===== config.mk =====
export PLATFORM = sky130hd
export DESIGN_NAME = serial_word_ring
export DESIGN_NICKNAME = d
export VERILOG_FILES = /design/src/rtl/serial_ring_pkg.sv /design/src/rtl/serial_word_ring_shift_ring.sv /design/src/rtl/serial_word_ring.sv
export SDC_FILE = /design/constraint.sdc
export NUM_CORES = 1
export LEC_CHECK = 0
export BUFFER_PORTS_ARGS = -buffer_cell sky130_fd_sc_hd__buf_2
export CAP_MARGIN = 10
export CORE_ASPECT_RATIO = 1.75
export CORE_MARGIN = 10
export CORE_UTILIZATION = 35
export DETAILED_ROUTE_END_ITERATION = 6
export SLEW_MARGIN = 0
export SYNTH_ARGS = -nofsm -noshare
export SYNTH_HDL_FRONTEND = slang
export SYNTH_SLANG_ARGS = --single-unit

===== constraint.sdc =====
create_clock -name clk -period 1.55 [get_ports clk]
set_clock_uncertainty 0.05 [all_clocks]
set_input_delay 0.0775 -clock clk [delete_from_list [all_inputs] [get_ports clk]]
set_output_delay 0.0775 -clock clk [all_outputs]
set_load 0.05 [all_outputs]

===== src/rtl/serial_ring_pkg.sv =====
// Shared constants and helpers for the serial word ring.
package serial_ring_pkg;

  localparam logic [1:0] MODE_RECIRC = 2'b00;
  localparam logic [1:0] MODE_WRITE  = 2'b01;
  localparam logic [1:0] MODE_HOLD   = 2'b10;
  localparam logic [1:0] MODE_CLEAR  = 2'b11;

  // Counter width for n states, never narrower than one bit.
  function automatic int idx_width(input int n);
    return (n < 2) ? 1 : $clog2(n);
  endfunction

endpackage


===== src/rtl/serial_word_ring_shift_ring.sv =====
// Bulk ring storage: shifts left by one when enabled, new bit enters at the LSB.
module shift_ring #(
  parameter int DEPTH_BITS = 512,
  parameter int WORD_WIDTH = 8
) (
  input  logic                  clk,
  input  logic                  en,
  input  logic                  new_bit,
  output logic                  ring_msb,
  output logic [WORD_WIDTH-2:0] low_bits
);

  // Storage is intentionally not reset; contents survive a reset.
  logic [DEPTH_BITS-1:0] ring;

  always_ff @(posedge clk) begin
    if (en) begin
      ring <= {ring[DEPTH_BITS-2:0], new_bit};
    end
  end

  assign ring_msb = ring[DEPTH_BITS-1];
  assign low_bits = ring[WORD_WIDTH-2:0];

endmodule


===== src/rtl/serial_word_ring.sv =====
// Serial circular word buffer: shifts one bit per clock and emits each completed word in parallel.
module serial_word_ring
  import serial_ring_pkg::*;
#(
  parameter int WORD_WIDTH = 8,
  parameter int WORD_COUNT = 64
) (
  input  logic                                clk,
  input  logic                                reset,
  input  logic [1:0]                          mode,
  input  logic                                din,
  output logic [WORD_WIDTH-1:0]               dout_word,
  output logic                                word_valid,
  output logic [idx_width(WORD_COUNT)-1:0]    word_index,
  output logic                                frame_start,
  output logic                                bit_out
);

  localparam int BCW = idx_width(WORD_WIDTH);
  localparam int WCW = idx_width(WORD_COUNT);
  localparam logic [BCW-1:0] BIT_LAST  = BCW'(WORD_WIDTH - 1);
  localparam logic [WCW-1:0] WORD_LAST = WCW'(WORD_COUNT - 1);

  logic [BCW-1:0]        bit_cnt;
  logic [WCW-1:0]        word_cnt;
  logic                  shifting;
  logic                  shift_en;
  logic                  new_bit;
  logic                  ring_msb;
  logic [WORD_WIDTH-2:0] low_bits;

  assign shifting = (mode != MODE_HOLD);
  // The ring has no reset, so keep it from moving while reset is asserted.
  assign shift_en = shifting & ~reset;

  always_comb begin
    new_bit = 1'b0;
    case (mode)
      MODE_WRITE:  new_bit = din;
      MODE_RECIRC: new_bit = ring_msb;
      default:     new_bit = 1'b0;
    endcase
  end

  shift_ring #(
    .DEPTH_BITS (WORD_COUNT * WORD_WIDTH),
    .WORD_WIDTH (WORD_WIDTH)
  ) u_ring (
    .clk      (clk),
    .en       (shift_en),
    .new_bit  (new_bit),
    .ring_msb (ring_msb),
    .low_bits (low_bits)
  );

  assign bit_out = ring_msb;

  always_ff @(posedge clk or posedge reset) begin
    if (reset) begin
      bit_cnt     <= '0;
      word_cnt    <= '0;
      dout_word   <= '0;
      word_index  <= '0;
      word_valid  <= 1'b0;
      frame_start <= 1'b0;
    end else if (shifting) begin
      bit_cnt <= (bit_cnt == BIT_LAST) ? '0 : bit_cnt + 1'b1;
      if (bit_cnt == BIT_LAST) begin
        dout_word   <= {low_bits, new_bit};
        word_index  <= word_cnt;
        frame_start <= (word_cnt == '0);
        word_valid  <= 1'b1;
        word_cnt    <= (word_cnt == WORD_LAST) ? '0 : word_cnt + 1'b1;
      end else begin
        word_valid  <= 1'b0;
        frame_start <= 1'b0;
      end
    end else begin
      word_valid  <= 1'b0;
      frame_start <= 1'b0;
    end
  end

endmodule


-- Word level (Yosys, flattened, before mapping)
Index checks and enable logic that the tools add are counted.
- register bits after elaboration: 537
- input bits: 5
- output and inout bits: 17
- logic and storage cells: 25
- $add $sub $neg: 2
- equal/unequal tests: 4
- muxes and demuxes: 7
- bitwise gates (word level): 2
- reduce and logical (&&, ||, !) cells: 3
- operators with widths (kind ; number):
    adder 6 x 1 -> 6 bit, second input constant ; 1
    equality test 6 bit, second input constant ; 1
    logical NOT 6 bit ; 1
    2-to-1 mux 6 bit ; 1
    2-to-1 mux 1 bit ; 4
    adder 3 x 1 -> 3 bit, second input constant ; 1
    equality test 3 bit, second input constant ; 1
    2-to-1 mux 3 bit ; 1
    equality test 2 x 1 -> 1 bit, second input constant ; 1
    logical NOT 2 bit ; 1
    != test 2 bit, second input constant ; 1
    case mux 1 bit (2 select lines) ; 1
    AND reduction 2 bit ; 1
    AND 1 bit ; 1
    NOT 1 bit ; 1

-- Depth between registers and ports, before layout
- depth after elaboration: 3
- depth in mapped cells: 6

-- Hierarchy
A second synthesis with hierarchy kept.
- cell total of the unflattened synthesis: 604
- area, all modules: 16573.4 µm²
- by module, submodules not included (module ; times used ; cells each ; area each (µm²) ; sequential area each (µm²)):
    shift_ring ; 1 ; 519 ; 15427.3 ; 15374.7
    serial_word_ring ; 1 ; 85 ; 1146.1 ; 625.6

-- Worst setup path before layout
No wires, ideal clock.
- path type: in2reg
- from: input mode[0]
- to: register u_ring.ring[0] (enable)
- arrival time: 21.717 ns
- slack: -21.624 ns
- stages on the path: 3
- path buffers: 1
- path through: and2b_4 > buf_6 > nor2_1
- cells in the longest elaborated chain, start to end: 2
- RTL lines (element ; RTL line ; source):
    start: declaration ; serial_word_ring.sv:10 ; input logic [1:0] mode,
    != test 2 bit ; serial_word_ring.sv:32 ; assign shifting = (mode != MODE_HOLD);
    AND 1 bit ; serial_word_ring.sv:34 ; assign shift_en = shifting & ~reset;
    net shift_en ; serial_word_ring.sv:27 ; logic shift_en;
    end signal: assignment ; serial_word_ring_shift_ring.sv:18 ; ring <= {ring[DEPTH_BITS-2:0], new_bit};
    end: declaration ; serial_word_ring_shift_ring.sv:14 ; logic [DEPTH_BITS-1:0] ring;
The timed path passes the listed nets, and every way through them passes these cells.
A chain may end at the register's enable or synchronous reset.

-- Worst setup path in the final report
- from: register word_cnt[0]
- to: register word_cnt[5]
- cells in the longest elaborated chain, start to end: 2
- elaborated cells between the ends (all ways): 3
- classes of those cells: add/sub (1); eq/ne (1); mux (1)
- RTL lines (element ; RTL line ; source):
    start: declaration ; serial_word_ring.sv:25 ; logic [WCW-1:0] word_cnt;
    start signal: assignment ; serial_word_ring.sv:73 ; word_cnt <= (word_cnt == WORD_LAST) ? '0 : word_cnt + 1'b1;
    adder 6 x 1 -> 6 bit / equality test 6 bit (equally long branches) ; serial_word_ring.sv:73 ;
    2-to-1 mux 6 bit * ; serial_word_ring.sv:73 ;
Mark *: on every way between the ends. The rest lies on a longest branch, timed or not.

==> impl_metrics.csv <==
group,metric,value,unit
sta,min_period_over_period,0.949,
worst_hold_path,whs_endpoint,"u_ring.ring[0]",
yosys,syn_area_per_cell,27.5,um^2
worst_hold_path,min_from,"din",
route,postRouteAntennaNets,0,
setup_path,end_kind,"register",
sta,slew_viol_final,0,
route,routedWlPerCell,15.6,um
yosys,seq_area_frac_synth,0.969,
setup_path,r2r_cells,4,
setup_path,path_class,"register to register",
yosys,synth_cell_type_count,29,
final_layout,area_delta_synth_final,16.9,%
pwr,p_leak,6.50,nW
sta,slew_headroom,0.735,
yosys,mappedNetlistArea,16500,um^2
yosys,synth_top_area_frac,0.931,
yosys,synthCells,600,
clock_tree,cts.clk_slew.worst_paths,0.07,ns
yosys,yosysTopAreaCell,"edfxtp_1",
route,totalWireLength,20.5,mm
yosys,synth_edf_count,512,
placed_design,gp_congestion,0.719,
yosys,yosysMostFrequentCell,"edfxtp_1",
setup_path,rr_startpoint,"word_cnt[0]",
yosys,synthTopCellsByCount,"512 x edfxtp_1, 25 x dfrtp_1, 8 x nand2_1, 8 x o21ai_1, 6 x mux2_4",
global_route,grt_overflow,0,
sta,rsz0062_at_grt,"yes",
outcome,status,"finished clean",
setup_path,cp-start-kind,"register",
setup_path,required,1.92,ns
die,fp.coreArea,46800,um^2
yosys,synth_async_sr_flop_share,0.0466,
yosys,synth_nets,609,
setup_path,r2r_slack,0.08,ns
die,row_count,105,
yosys,ys_seq_elements,537,
route,drc,0,
setup_path,cp.arrival,1.84,ns
die,die_x,184,um
route,drtIter0Drc,511,
clock_tree,cts_buffer_depth,3,
sta,fin_crit,1.47,ns
sta,fmax,680,MHz
final_layout,diodes,0,
pwr,power_density,1610,nW/um^2
route,vias,5725,
global_route,grt_pass1_vias,5941,
placed_design,post-dp-hpwl,9.69,mm
setup_path,crit_fanout,5,
yosys,yosysWarnings,0,
final_layout,post-route-util,0.413,
die,die_area,56600,um^2
pwr,vdd_drop_max,1.14,mV
final_layout,fin_nets,704,
clock_tree,htreeDepth,2,
clock_tree,cts.sinks,537,
die,initial_core_util,0.353,
flow_run,maxCapViolations,0,
yosys,synth_area_leaders,"edfxtp_1 93%, dfrtp_1 3.8%, mux2_4 0.55%",
die,boundaryPins,22,
die,die_h,307,um
final_layout,fill_cells,3978,
placed_design,io_buffers,21,
setup_path,r2r-end,"word_cnt[5]",
worst_hold_path,whs_path_depth,3,
clock_tree,cts_buffers,43,
clock_tree,cts_tree,"yes",
sta,finalSetupViolCount,0,
global_route,grt_pass1_wl,33.5,mm
sta,worstMarginPinSlew,0.396,ns
final_layout,final_area,19300,um^2
global_route,grt_max_degree,78,
sta,hold_viol,0,
route,first_pass_iters,4,
placed_design,postPlaceCellArea,17700,um^2
yosys,synth_ff_type,"edfxtp_1",
global_route,grt_use_total,0.0734,
route,vias_per_cell,4.35,
clock_tree,cts-root-buf,"clkbuf_16",
global_route,antenna_found_initial,0,
worst_hold_path,min_path_type,"input pin to register",
clock_tree,clock_latency,0.55,ns
final_layout,drive_above_1_share,0.182,
==> cell families after synthesis <==
family                     count (synthesis)  share of synthesized area
adders and majority gates                  4                    0.00303
muxes                                     12                    0.00947
xor gates and xnor gates                   2                    0.00106
and+or+nand+nor                           21                    0.00758
DFF                                      537                      0.969
AOI/OAI and AO/OA                         16                    0.00727
buffers and inverters                      8                    0.00288
==> worst max-delay path: stages (launching register included) <==
cell and delay (ns):
dfrtp_1 0.45, ha_2 0.25, a21oi_1 0.08, o41ai_4 0.39, o41ai_2 0.12
==> layer usage <==
layer	up-vias	GRT usage	share of wire
met3	48	0.0159	0.035
li1	2601	-	-
met1	2990	0.109	0.50
met2	86	0.0999	0.42
met4	0	0.0360	0.036
met5	-	0	0
==> how the worst max path moves through the flow <==
stage	start	to	slack, ns
6_report	word_cnt[0]	word_cnt[5]	0.08
5_1_grt	bit_cnt[0]	word_cnt[4]	-0.03
4_1_cts	bit_cnt[0]	word_cnt[5]	0.01
3_5_place_dp	bit_cnt[0]	dout_word[6]	-0.01
3_3_place_gp	bit_cnt[0]	dout_word[4]	0.009
2_1_floorplan	mode[0]	u_ring.ring[0]	-6.85
==> report_power, final <==
group	total, mW	leakage [nW]	switching [mW]	internal (mW)
clock network	11.8	0.752	4.88	6.92
registers	17.5	5.23	0.436	17.0
logic	1.87	0.516	1.29	0.572
total	31.1	6.50	6.61	24.5
==> cell type report <==
| cell class | count | area [um^2] | share of cell area |
|---|---|---|---|
| sequential | 537 | 16000 | 0.829 |
| tap | 588 | 736 | 0.0381 |
| multi-input combinational | 55 | 510 | 0.0264 |
| inverter | 6 | 27.5 | 0.00143 |
| clock inverter | 29 | 417 | 0.0216 |
| timing repair buffer | 52 | 498 | 0.0258 |
| clock buffer | 50 | 1120 | 0.0582 |
==> timing repair <==
| item | CTS | global route |
|---|---|---|
| gates cloned | 0 | 0 |
| buffers inserted | 0 | 0 |
| endpoints found under the setup margin | 4 | 12 |
| resized for setup | 1 | 4 |
| endpoints found under the hold margin | 47 | 0 |
| hold buffers | 4 | 0 |
| pin swaps | 0 | 1 |
==> cells in the final DEF, fill, tap and decap left out, drive strengths merged, types with 2 or more instances in the layout <==
master	netlist	routed
clkbuf	0	50
edfxtp	512	512
dlygate4sd3	0	4
nor2	2	2
bufinv	0	10
o41ai	4	4
nand2	9	9
clkinv	0	15
inv	6	9
ha	4	4
nand3	4	4
mux2	11	11
buf	2	48
dfrtp	25	25
o21ai	8	8
==> through the flow <==
| stage | setup slack, ns | setup TNS, ns | std cells | hold slack [ns] | total power [mW] |
|---|---|---|---|---|---|
| 6_report | 0.0797 | 0 | 1317 | 0.0159 | 31.1 |
| 5_1_grt | -0.0280 | -0.0360 | 1317 | 0.0423 | 32.4 |
| 4_1_cts | 0.0111 | 0 | 1317 | 0.00352 | 31.6 |
| 3_5_place_dp | -0.0144 | -0.0455 | 1234 | 0.144 | 19.6 |
| 3_3_place_gp | 0.00910 | 0 | 1234 | 0.146 | 19.6 |
| 2_1_floorplan | -6.85 | -3507.86 | 600 | 0.0548 | 19.1 |
==> registers in the layout, summed over array words and instances, names as in the netlist <==
signal,count
word_index,6
u_ring.ring,512
word_cnt,6
bit_cnt,3
dout_word,8
frame_start,1
word_valid,1
(Power assumes the default switching activity.)
